**config.mk**
```make
export PLATFORM = sky130hd
export DESIGN_NAME = zx_flash_port
export DESIGN_NICKNAME = d
export VERILOG_FILES = /design/src/rtl/zx_flash_pkg.sv /design/src/rtl/zx_flash_seq.sv /design/src/rtl/zx_flash_port.sv
export SDC_FILE = /design/constraint.sdc
export NUM_CORES = 1
export LEC_CHECK = 0
export ABC_AREA = 1
export CORE_UTILIZATION = 30
export CTS_BUF_LIST = sky130_fd_sc_hd__clkbuf_8
export DETAILED_ROUTE_END_ITERATION = 8
export SYNTH_ARGS = -nofsm -noshare
export SYNTH_HDL_FRONTEND = slang
export SYNTH_SLANG_ARGS = --single-unit
```
**constraint.sdc**
```tcl
create_clock -name clk_fpga -period 3.3 [get_ports clk_fpga]
set_input_delay 0.99 -clock clk_fpga [delete_from_list [all_inputs] [get_ports clk_fpga]]
set_output_delay 0.99 -clock clk_fpga [all_outputs]
set_load 0.02 [all_outputs]
```
**src/rtl/zx_flash_pkg.sv**
```systemverilog
// Shared types and constants for the ZX flash/SRAM access port.
// Used by zx_flash_seq and zx_flash_port.
package zx_flash_pkg;

  typedef enum logic [1:0] {
    IDLE   = 2'd0,
    SETUP  = 2'd1,
    STROBE = 2'd2,
    HOLD   = 2'd3
  } seq_state_t;

  typedef enum logic {
    REQ_RD = 1'b0,
    REQ_WR = 1'b1
  } req_type_t;

  localparam logic [7:0] DEF_ADDR_PORT = 8'hB3;
  localparam logic [7:0] DEF_DATA_PORT = 8'hBB;

  // Strobe timer width; covers WAIT_CYC up to 15.
  localparam int WAIT_CNT_W = 4;

  function automatic int phases_for(input int aw);
    return (aw + 7) / 8;
  endfunction

endpackage

```
**src/rtl/zx_flash_seq.sv**
```systemverilog
// Memory cycle sequencer: turns one accepted request into a SETUP/STROBE/HOLD
// cycle with registered chip strobes and a read-data latch pulse.
//
// state  | meaning
// IDLE   | no cycle; accepts req_valid
// SETUP  | mem_cs high, address/data presented, strobes low
// STROBE | mem_oe or mem_we high for WAIT_CYC clocks (down-counter)
// HOLD   | strobes low, mem_cs still high, address/data held
module zx_flash_seq
  import zx_flash_pkg::*;
#(
  parameter int AW       = 19,
  parameter int WAIT_CYC = 4
) (
  input  logic          clk_fpga,
  input  logic          rst,
  input  logic          abort,
  input  logic          req_valid,
  input  req_type_t     req_type,
  input  logic [AW-1:0] req_addr,
  input  logic [7:0]    req_data,
  output logic [AW-1:0] mem_a,
  output logic [7:0]    mem_dout,
  output logic          mem_cs,
  output logic          mem_oe,
  output logic          mem_we,
  output logic          mem_drv,
  output logic          busy,
  output logic          rd_latch
);

  localparam logic [WAIT_CNT_W-1:0] WAIT_LOAD = WAIT_CNT_W'(WAIT_CYC - 1);

  seq_state_t              state;
  req_type_t               cur_type;
  logic [WAIT_CNT_W-1:0]   wait_cnt;

  // High during the last STROBE clock of a read; the port samples mem_din on its edge.
  assign rd_latch = (state == STROBE) && (wait_cnt == '0) && (cur_type == REQ_RD);

  always_ff @(posedge clk_fpga or posedge rst) begin
    if (rst) begin
      state    <= IDLE;
      cur_type <= REQ_RD;
      wait_cnt <= '0;
      mem_a    <= '0;
      mem_dout <= '0;
      mem_cs   <= 1'b0;
      mem_oe   <= 1'b0;
      mem_we   <= 1'b0;
      mem_drv  <= 1'b0;
      busy     <= 1'b0;
    end else if (abort) begin
      state    <= IDLE;
      wait_cnt <= '0;
      mem_cs   <= 1'b0;
      mem_oe   <= 1'b0;
      mem_we   <= 1'b0;
      mem_drv  <= 1'b0;
      busy     <= 1'b0;
    end else begin
      case (state)
        IDLE: begin
          if (req_valid) begin
            state    <= SETUP;
            cur_type <= req_type;
            mem_a    <= req_addr;
            mem_dout <= req_data;
            mem_cs   <= 1'b1;
            mem_drv  <= (req_type == REQ_WR);
            busy     <= 1'b1;
          end
        end
        SETUP: begin
          state    <= STROBE;
          wait_cnt <= WAIT_LOAD;
          mem_oe   <= (cur_type == REQ_RD);
          mem_we   <= (cur_type == REQ_WR);
        end
        STROBE: begin
          if (wait_cnt == '0) begin
            state  <= HOLD;
            mem_oe <= 1'b0;
            mem_we <= 1'b0;
          end else begin
            wait_cnt <= wait_cnt - 1'b1;
          end
        end
        HOLD: begin
          state   <= IDLE;
          mem_cs  <= 1'b0;
          mem_drv <= 1'b0;
          busy    <= 1'b0;
        end
        default: begin
          state <= IDLE;
        end
      endcase
    end
  end

endmodule

```
**src/rtl/zx_flash_port.sv**
```systemverilog
// ZX IO-mapped window onto an external parallel memory: phased address load,
// auto-incrementing data port with one-read-lag prefetch. Optional macro
// FLASH_PORT_PEND_EN adds a one-deep buffer for requests arriving while busy.
module zx_flash_port
  import zx_flash_pkg::*;
#(
  parameter int         AW        = 19,
  parameter int         NPH       = 3,
  parameter int         WAIT_CYC  = 4,
  parameter logic [7:0] ADDR_PORT = DEF_ADDR_PORT,
  parameter logic [7:0] DATA_PORT = DEF_DATA_PORT
) (
  input  logic          clk_fpga,
  input  logic          rst,
  input  logic          init,
  input  logic          io_wr_stb,
  input  logic          io_rd_stb,
  input  logic [7:0]    io_addr,
  input  logic [7:0]    io_wdata,
  output logic [7:0]    io_rdata,
  output logic [AW-1:0] mem_a,
  output logic [7:0]    mem_dout,
  input  logic [7:0]    mem_din,
  output logic          mem_cs,
  output logic          mem_oe,
  output logic          mem_we,
  output logic          mem_drv,
  output logic          busy,
  output logic          ovf
);

  localparam int             PHW     = (NPH > 1) ? $clog2(NPH) : 1;
  localparam logic [PHW-1:0] PH_LAST = PHW'(NPH - 1);

  logic [AW-1:0]    addr;
  logic [PHW-1:0]   ph;
  logic [7:0]       prefetch;
  logic [8*NPH-1:0] addr_ext;

  logic             addr_wr;
  logic             data_wr;
  logic             data_rd;
  logic             data_acc;
  logic             lost;
  req_type_t        live_type;
  logic [7:0]       live_data;

  logic             seq_req_valid;
  req_type_t        seq_req_type;
  logic [AW-1:0]    seq_req_addr;
  logic [7:0]       seq_req_data;
  logic             rd_latch;

  // init masks the strobes so a colliding access is simply dropped.
  assign addr_wr   = io_wr_stb && (io_addr == ADDR_PORT) && !init;
  assign data_wr   = io_wr_stb && (io_addr == DATA_PORT) && !init;
  assign data_rd   = io_rd_stb && !io_wr_stb && (io_addr == DATA_PORT) && !init;
  assign data_acc  = data_wr || data_rd;
  assign live_type = data_wr ? REQ_WR : REQ_RD;
  assign live_data = data_wr ? io_wdata : 8'h00;
  assign io_rdata  = prefetch;

  always_comb begin
    addr_ext             = '0;
    addr_ext[AW-1:0]     = addr;
    addr_ext[8*ph +: 8]  = io_wdata;
  end

`ifdef FLASH_PORT_PEND_EN
  logic          pend_valid;
  req_type_t     pend_type;
  logic [AW-1:0] pend_addr;
  logic [7:0]    pend_data;

  // A held request goes first; a new access in that same idle cycle takes its slot.
  assign seq_req_valid = !init && !busy && (pend_valid || data_acc);
  assign seq_req_type  = pend_valid ? pend_type : live_type;
  assign seq_req_addr  = pend_valid ? pend_addr : addr;
  assign seq_req_data  = pend_valid ? pend_data : live_data;
  assign lost          = data_acc && busy && pend_valid;

  always_ff @(posedge clk_fpga or posedge rst) begin
    if (rst) begin
      pend_valid <= 1'b0;
      pend_type  <= REQ_RD;
      pend_addr  <= '0;
      pend_data  <= '0;
    end else if (init) begin
      pend_valid <= 1'b0;
    end else if (!busy) begin
      pend_valid <= pend_valid && data_acc;
      if (data_acc) begin
        pend_type <= live_type;
        pend_addr <= addr;
        pend_data <= live_data;
      end
    end else if (data_acc && !pend_valid) begin
      pend_valid <= 1'b1;
      pend_type  <= live_type;
      pend_addr  <= addr;
      pend_data  <= live_data;
    end
  end
`else
  assign seq_req_valid = data_acc && !busy;
  assign seq_req_type  = live_type;
  assign seq_req_addr  = addr;
  assign seq_req_data  = live_data;
  assign lost          = data_acc && busy;
`endif

  // addr advances even on dropped accesses so it tracks the host's own count.
  always_ff @(posedge clk_fpga or posedge rst) begin
    if (rst) begin
      addr     <= '0;
      ph       <= '0;
      prefetch <= '0;
      ovf      <= 1'b0;
    end else if (init) begin
      addr     <= '0;
      ph       <= '0;
      prefetch <= '0;
      ovf      <= 1'b0;
    end else begin
      if (addr_wr) begin
        addr <= addr_ext[AW-1:0];
        ph   <= (ph == PH_LAST) ? '0 : ph + 1'b1;
      end else if (data_acc) begin
        addr <= addr + 1'b1;
        ph   <= '0;
      end
      if (rd_latch) begin
        prefetch <= mem_din;
      end
      if (lost) begin
        ovf <= 1'b1;
      end
    end
  end

  zx_flash_seq #(
    .AW       (AW),
    .WAIT_CYC (WAIT_CYC)
  ) u_seq (
    .clk_fpga  (clk_fpga),
    .rst       (rst),
    .abort     (init),
    .req_valid (seq_req_valid),
    .req_type  (seq_req_type),
    .req_addr  (seq_req_addr),
    .req_data  (seq_req_data),
    .mem_a     (mem_a),
    .mem_dout  (mem_dout),
    .mem_cs    (mem_cs),
    .mem_oe    (mem_oe),
    .mem_we    (mem_we),
    .mem_drv   (mem_drv),
    .busy      (busy),
    .rd_latch  (rd_latch)
  );

endmodule

```
### Word-level counts from Yosys, hierarchy flattened

Index checks and enable logic that the tools add are counted.

| storage, ports and cells | value |
|---|---|
| flip-flop bits (word level) | 68 |
| word-level logic and storage cells | 89 |
| output and inout bits | 41 |
| bits of input ports | 29 |

| cells by class | value |
|---|---|
| reduce and logical (&&, ||, !) cells | 27 |
| shift operators | 2 |
| eq/ne operators | 9 |
| add/sub/neg operators | 4 |
| mux-type cells | 32 |
| bitwise logic cells | 2 |

Operators by type and width:

| cell | number |
|---|---|
| 2-to-1 mux 19 bit | 3 |
| negator 5 -> 34 bit | 1 |
| variable shift 8 x 34 -> 24 bit, first input constant | 1 |
| indexed part select 8 x 34 -> 24 bit | 1 |
| bitwise mux 24 bit | 1 |
| 2-to-1 mux 8 bit | 3 |
| adder 19 x 1 -> 19 bit, second input constant | 1 |
| == test 8 bit, second input constant | 2 |
| 2-to-1 mux 2 bit | 7 |
| logical AND 1 bit | 11 |
| 2-to-1 mux 1 bit | 10 |
| != test 3 bit, second input constant | 3 |
| nonzero test 3 bit | 3 |
| 2-to-1 mux 4 bit | 2 |
| case mux 1 bit (2 select lines) | 4 |
| case mux 2 bit (4 select lines) | 1 |
| case mux 4 bit (2 select lines) | 1 |
| AND reduction 2 bit | 4 |
| == test 2 bit, second input constant | 3 |
| zero test 4 bit | 1 |
| nonzero test 2 bit | 2 |
| subtractor 4 x 1 -> 4 bit, second input constant | 1 |
| zero test 1 bit | 3 |
| AND reduction 3 bit | 1 |
| 5 further kinds | 6 |

### Logic depth before layout (Yosys ltp)

| logic depth | value |
|---|---|
| depth after elaboration | 9 |
| depth in mapped cells | 11 |
| mapped depth without buffers | 10 |

### By module

A second synthesis with hierarchy kept.

| second synthesis, totals | value |
|---|---|
| cell total of the unflattened synthesis | 541 |
| area total of the unflattened synthesis | 3978.8 um2 |

Modules (own cells, without submodules):

| module | cells an instance | area an instance (um2) | sequential area each (um2) | times used |
|---|---|---|---|---|
| zx_flash_port | 340 | 2264.7 | 750.7 | 1 |
| zx_flash_seq | 201 | 1714.1 | 950.9 | 1 |

### Worst setup path before layout

Ideal clock, no wire load.

| timing | value |
|---|---|
| path type | input port to flip-flop |
| start point | in io_addr[5] |
| end point | reg u_seq.mem_a[3] |
| data arrival time | 1.857 ns |
| data required time | 3.181 ns |
| cell stages on the path | 10 |
| path slack | 1.324 ns |
| path buffers | 1 |
| library setup time | 0.119 ns |
| cell sequence | nand2_1 nor2_2 nand3_2 inv_2 nand2_4 nor2_8 inv_4 buf_6 nand2_2 o21ai_2 |

| on the way | value |
|---|---|
| longest elaborated chain between the ends | 6 |
| elaborated cells on any way between the ends | 8 |
| those cells by class | eq/ne (1); reduce/logical (7) |

Ends and longest elaborated chain:

| element | line | source |
|---|---|---|
| from (decl) | zx_flash_port.sv:18 | `input logic [7:0] io_addr,` |
| == test 8 bit (*) | zx_flash_port.sv:56, zx_flash_port.sv:57 |  |
| logical AND 1 bit, on equally long branches (2 in a row) | zx_flash_port.sv:56, zx_flash_port.sv:57 |  |
| logical OR 1 bit (*) | zx_flash_port.sv:58 | `assign data_acc = data_wr \|\| data_rd;` |
| logical AND 1 bit (*) | zx_flash_port.sv:105 | `assign seq_req_valid = data_acc && !busy;` |
| AND reduction 3 bit (no line) (*) | n/a |  |
| to (signal assigned) | zx_flash_seq.sv:67 | `mem_a <= req_addr;` |
| to (decl) | zx_flash_seq.sv:22 | `output logic [AW-1:0] mem_a,` |

Every way passes the cells marked *; elsewhere a longest branch is shown, timed or not.
A chain may end at the register's enable or synchronous reset.

### Final worst setup path

| timing | value |
|---|---|
| start point | in init |
| end point | reg addr[9] |

| on the way | value |
|---|---|
| longest elaborated chain between the ends | 4 |
| elaborated cells on any way between the ends | 8 |
| those cells by class | mux (2); reduce/logical (6) |

Ends and longest elaborated chain:

| element | line | source |
|---|---|---|
| from (decl) | zx_flash_port.sv:15 | `input logic init,` |
| zero test 1 bit | zx_flash_port.sv:55, zx_flash_port.sv:56, zx_flash_port.sv:57 |  |
| logical AND 1 bit, on equally long branches | zx_flash_port.sv:55, zx_flash_port.sv:56, zx_flash_port.sv:57 |  |
| 2-to-1 mux 19 bit / logical OR 1 bit (equally long branches) | zx_flash_port.sv:125, zx_flash_port.sv:58 |  |
| 2-to-1 mux 19 bit / nonzero test 3 bit (equally long branches) | n/a |  |
| to (signal assigned) | zx_flash_port.sv:126 | `addr <= addr_ext[AW-1:0];` |
| to (signal assigned) | zx_flash_port.sv:129 | `addr <= addr + 1'b1;` |
| to (decl) | zx_flash_port.sv:35 | `logic [AW-1:0] addr;` |

Several ways; a longest one is shown, not always the timed one.

==> flow_summary.ini <==
[worst_setup_path]
crit_fanout = 13
slowest_stage = clkdlybuf4s50_1
crit_path_max_incr_delay_ns = 0.57
critPathKind = primary input to register
worstSetupEndpointType = register
crit_chain = clkdlybuf4s50_1, inv_2, nand4_2, inv_1, nand2_1, nand3_2, inv_2, nand2_1, nand2_1
critPathTopFamily = buffers and inverters
critPathLaunchType = primary input
crit_required_ns = 3.54
crit_arrival_ns = 2.76
cp_num_buf_inv = 4
cpMostUsedCell = nand2_1

[min_path]
hp-class = register to register

[die]
chipHeight_um = 117
die_x_um = 117
io-pin-count = 70
start_util = 0.311
rows = 41
dieArea_mm2 = 0.0137
core_area_mm2 = 0.0128

[run_status]
run_status = completed

[sta]
post-route-period-util = 0.761
fmax_mhz = 398
tns_ns = 0
worst_pin_slew_ns = 0.511
maxSlewHeadroom = 0.659
fin_crit_ns = 2.51
rsz0062_at_grt = no
finalSetupViolCount = 0
drv_slew = 0
worst_slack_ns = 0.788
hold_violations = 0
finClkSkew_ns = 0.00652

[synth]
syn_area_mm2 = 0.00397
synth_most_common_cell = nand2_1
yosysSeqAreaShare = 0.428
ys_warn_count = 0
synth.area.top_cells = dfrtp_1, nand2_1, nand3_1
synthFlopType = dfrtp_1
synth_common_cells = nand2_1, dfrtp_1, inv_1, nand3_1, nor2_1
synth_cell_types = 33
syn_nets = 566
synth_edf_count = 0
ys_ff_latch = 68
postSynth.asyncResetShare = 1.00
syn_inst = 525
yosysTopAreaCell = dfrtp_1
syn_area_per_cell_um2 = 7.56
yosysTopAreaCellShare = 0.428

[cts]
cts_htree_levels = 3
cts_setup_buffers = 0
cts_resized = 0
cts_tree = yes
clk_pin_slew_ns = 0.07
cts_buffers = 9
cts_buffer_depth = 2
cts_hold_buf = 0
clock_sinks = 68
clockRootBuffer = clkbuf_8
clk_latency_ns = 0.35

[route]
first_pass_iters = 4
vias = 3575
detail-route-antenna-nets = 0
wl_per_cell_um = 13.0
drt-total-wl_mm = 10.1
drt_iter0_markers = 256
viasPerCell = 4.61
drcViolationCount = 0

[finish]
area_delta_synth_final_pct = 27.7
drive_above_1_share = 0.109
diodes = 0
nNetsFinal = 639
fill_cells = 1308

[placed_design]
place.gp.congestion = 0.863
place_ws_ns = 0.401
port_buffers = 69
hpwl_mm = 7.92

[global_route]
grt_first_pass_wirelength_mm = 17.3
grt_pass1_vias = 3572
track_usage = 0.164
grt_overflow = 0
antenna_found_initial = 0
grt_max_degree = 44

[run]
max_cap_viol_count = 0

[power]
cellPowerDensity_mw_per_mm2 = 424
p_leak_nw = 2.34
ir_drop_v = 0.000357
-- layer usage --
metal  part of all wire  track usage  up-vias
met5                  0            0        -
met4             0.0094       0.0473        0
met3              0.048       0.0396       10
met2               0.48        0.282       86
met1               0.46        0.205     1642
li1                   -            -     1837
-- cell type report --
type	count	area (um^2)	area share
clock buffers	12	165	0.0326
clock inverters	4	70.1	0.0138
inverters	65	246	0.0486
well taps	172	215	0.0424
flip-flops and latches	68	1700	0.335
repair buffers	74	741	0.146
multi-input cells	380	1930	0.381
-- registers in the layout, summed over array words and instances (netlist names) --
register and cells:
u_seq.mem_drv 1, u_seq.state 2, u_seq.mem_we 1, u_seq.mem_oe 1, u_seq.busy 1, u_seq.mem_dout 8
u_seq.wait_cnt 4, ph 2, u_seq.cur_type 1, u_seq.mem_a 19, ovf 1, addr 19
io_rdata 8
-- path summary, 6_finish.rpt --
path	slack, ns	cells after the start	from	endpoint
worst max-delay path	0.79	9	init	addr[9]$_DFFE_PP0P_
max in group asynchronous	1.77	3	rst	io_rdata[7]$_DFFE_PP0P_
worst min-delay path	0.48	2	u_seq.mem_a[11]$_DFFE_PP0P_	u_seq.mem_a[11]$_DFFE_PP0P_
min in group asynchronous	0.98	2	rst	u_seq.mem_dout[3]$_DFFE_PP0P_
worst max register to register	1.44	8	ph[0]$_DFFE_PP0P_	addr[11]$_DFFE_PP0P_
worst min register to register	0.48	2	u_seq.mem_a[11]$_DFFE_PP0P_	u_seq.mem_a[11]$_DFFE_PP0P_
-- through the flow --
stage               instances  hold slack, ns  total power, W  utilization  area [um^2]
finish                    775           0.482         0.00215        0.397         5070
global route              775           0.502         0.00228        0.397         5070
CTS                       775           0.488         0.00218        0.397         5070
detailed placement        759           0.469         0.00137        0.379         4840
global placement          759           0.465         0.00135        0.379         4840
floorplan                 525           0.478         0.00122            -         3970
-- worst min-delay path: stages (launching register included) --
cell and delay [ns]:
dfrtp_1 0.34, nand2_1 0.06, o21ai_2 0.05
-- cell families (layout without fill, tap and decap cells) --
logic type / after synthesis / in the layout / synth area share
simple gates: 301 / 301 / 0.346
buf+inv: 77 / 155 / 0.0848
flops: 68 / 68 / 0.428
compound gates: 64 / 64 / 0.0967
fa+ha+maj: 12 / 12 / 0.0378
xor+xnor: 3 / 3 / 0.00662
-- placed cells by master (no fill, tap or decap), types with 4 or more instances in the layout --
cell type and count:
inv_2 6, clkbuf_8 12, clkdlybuf4s50_1 69, nor2_2 5, nor2_1 44, nor3_1 6, inv_1 58, ha_1 12
nand2_1 154, dfrtp_1 68, buf_4 4, o21ai_0 22, nand4_1 14, a21oi_1 12, o21ai_2 16, nand3_2 4
nand3_1 56, nand2_2 8, o21ai_1 12
-- report_power, final --
part / internal (W) / total, W / switching (W)
clock network: 0.000485 / 0.000806 / 0.000321
logic: 0.000164 / 0.000418 / 0.000254
registers: 0.000889 / 0.000927 / 0.0000375
Power figures use the tool's default switching activity.
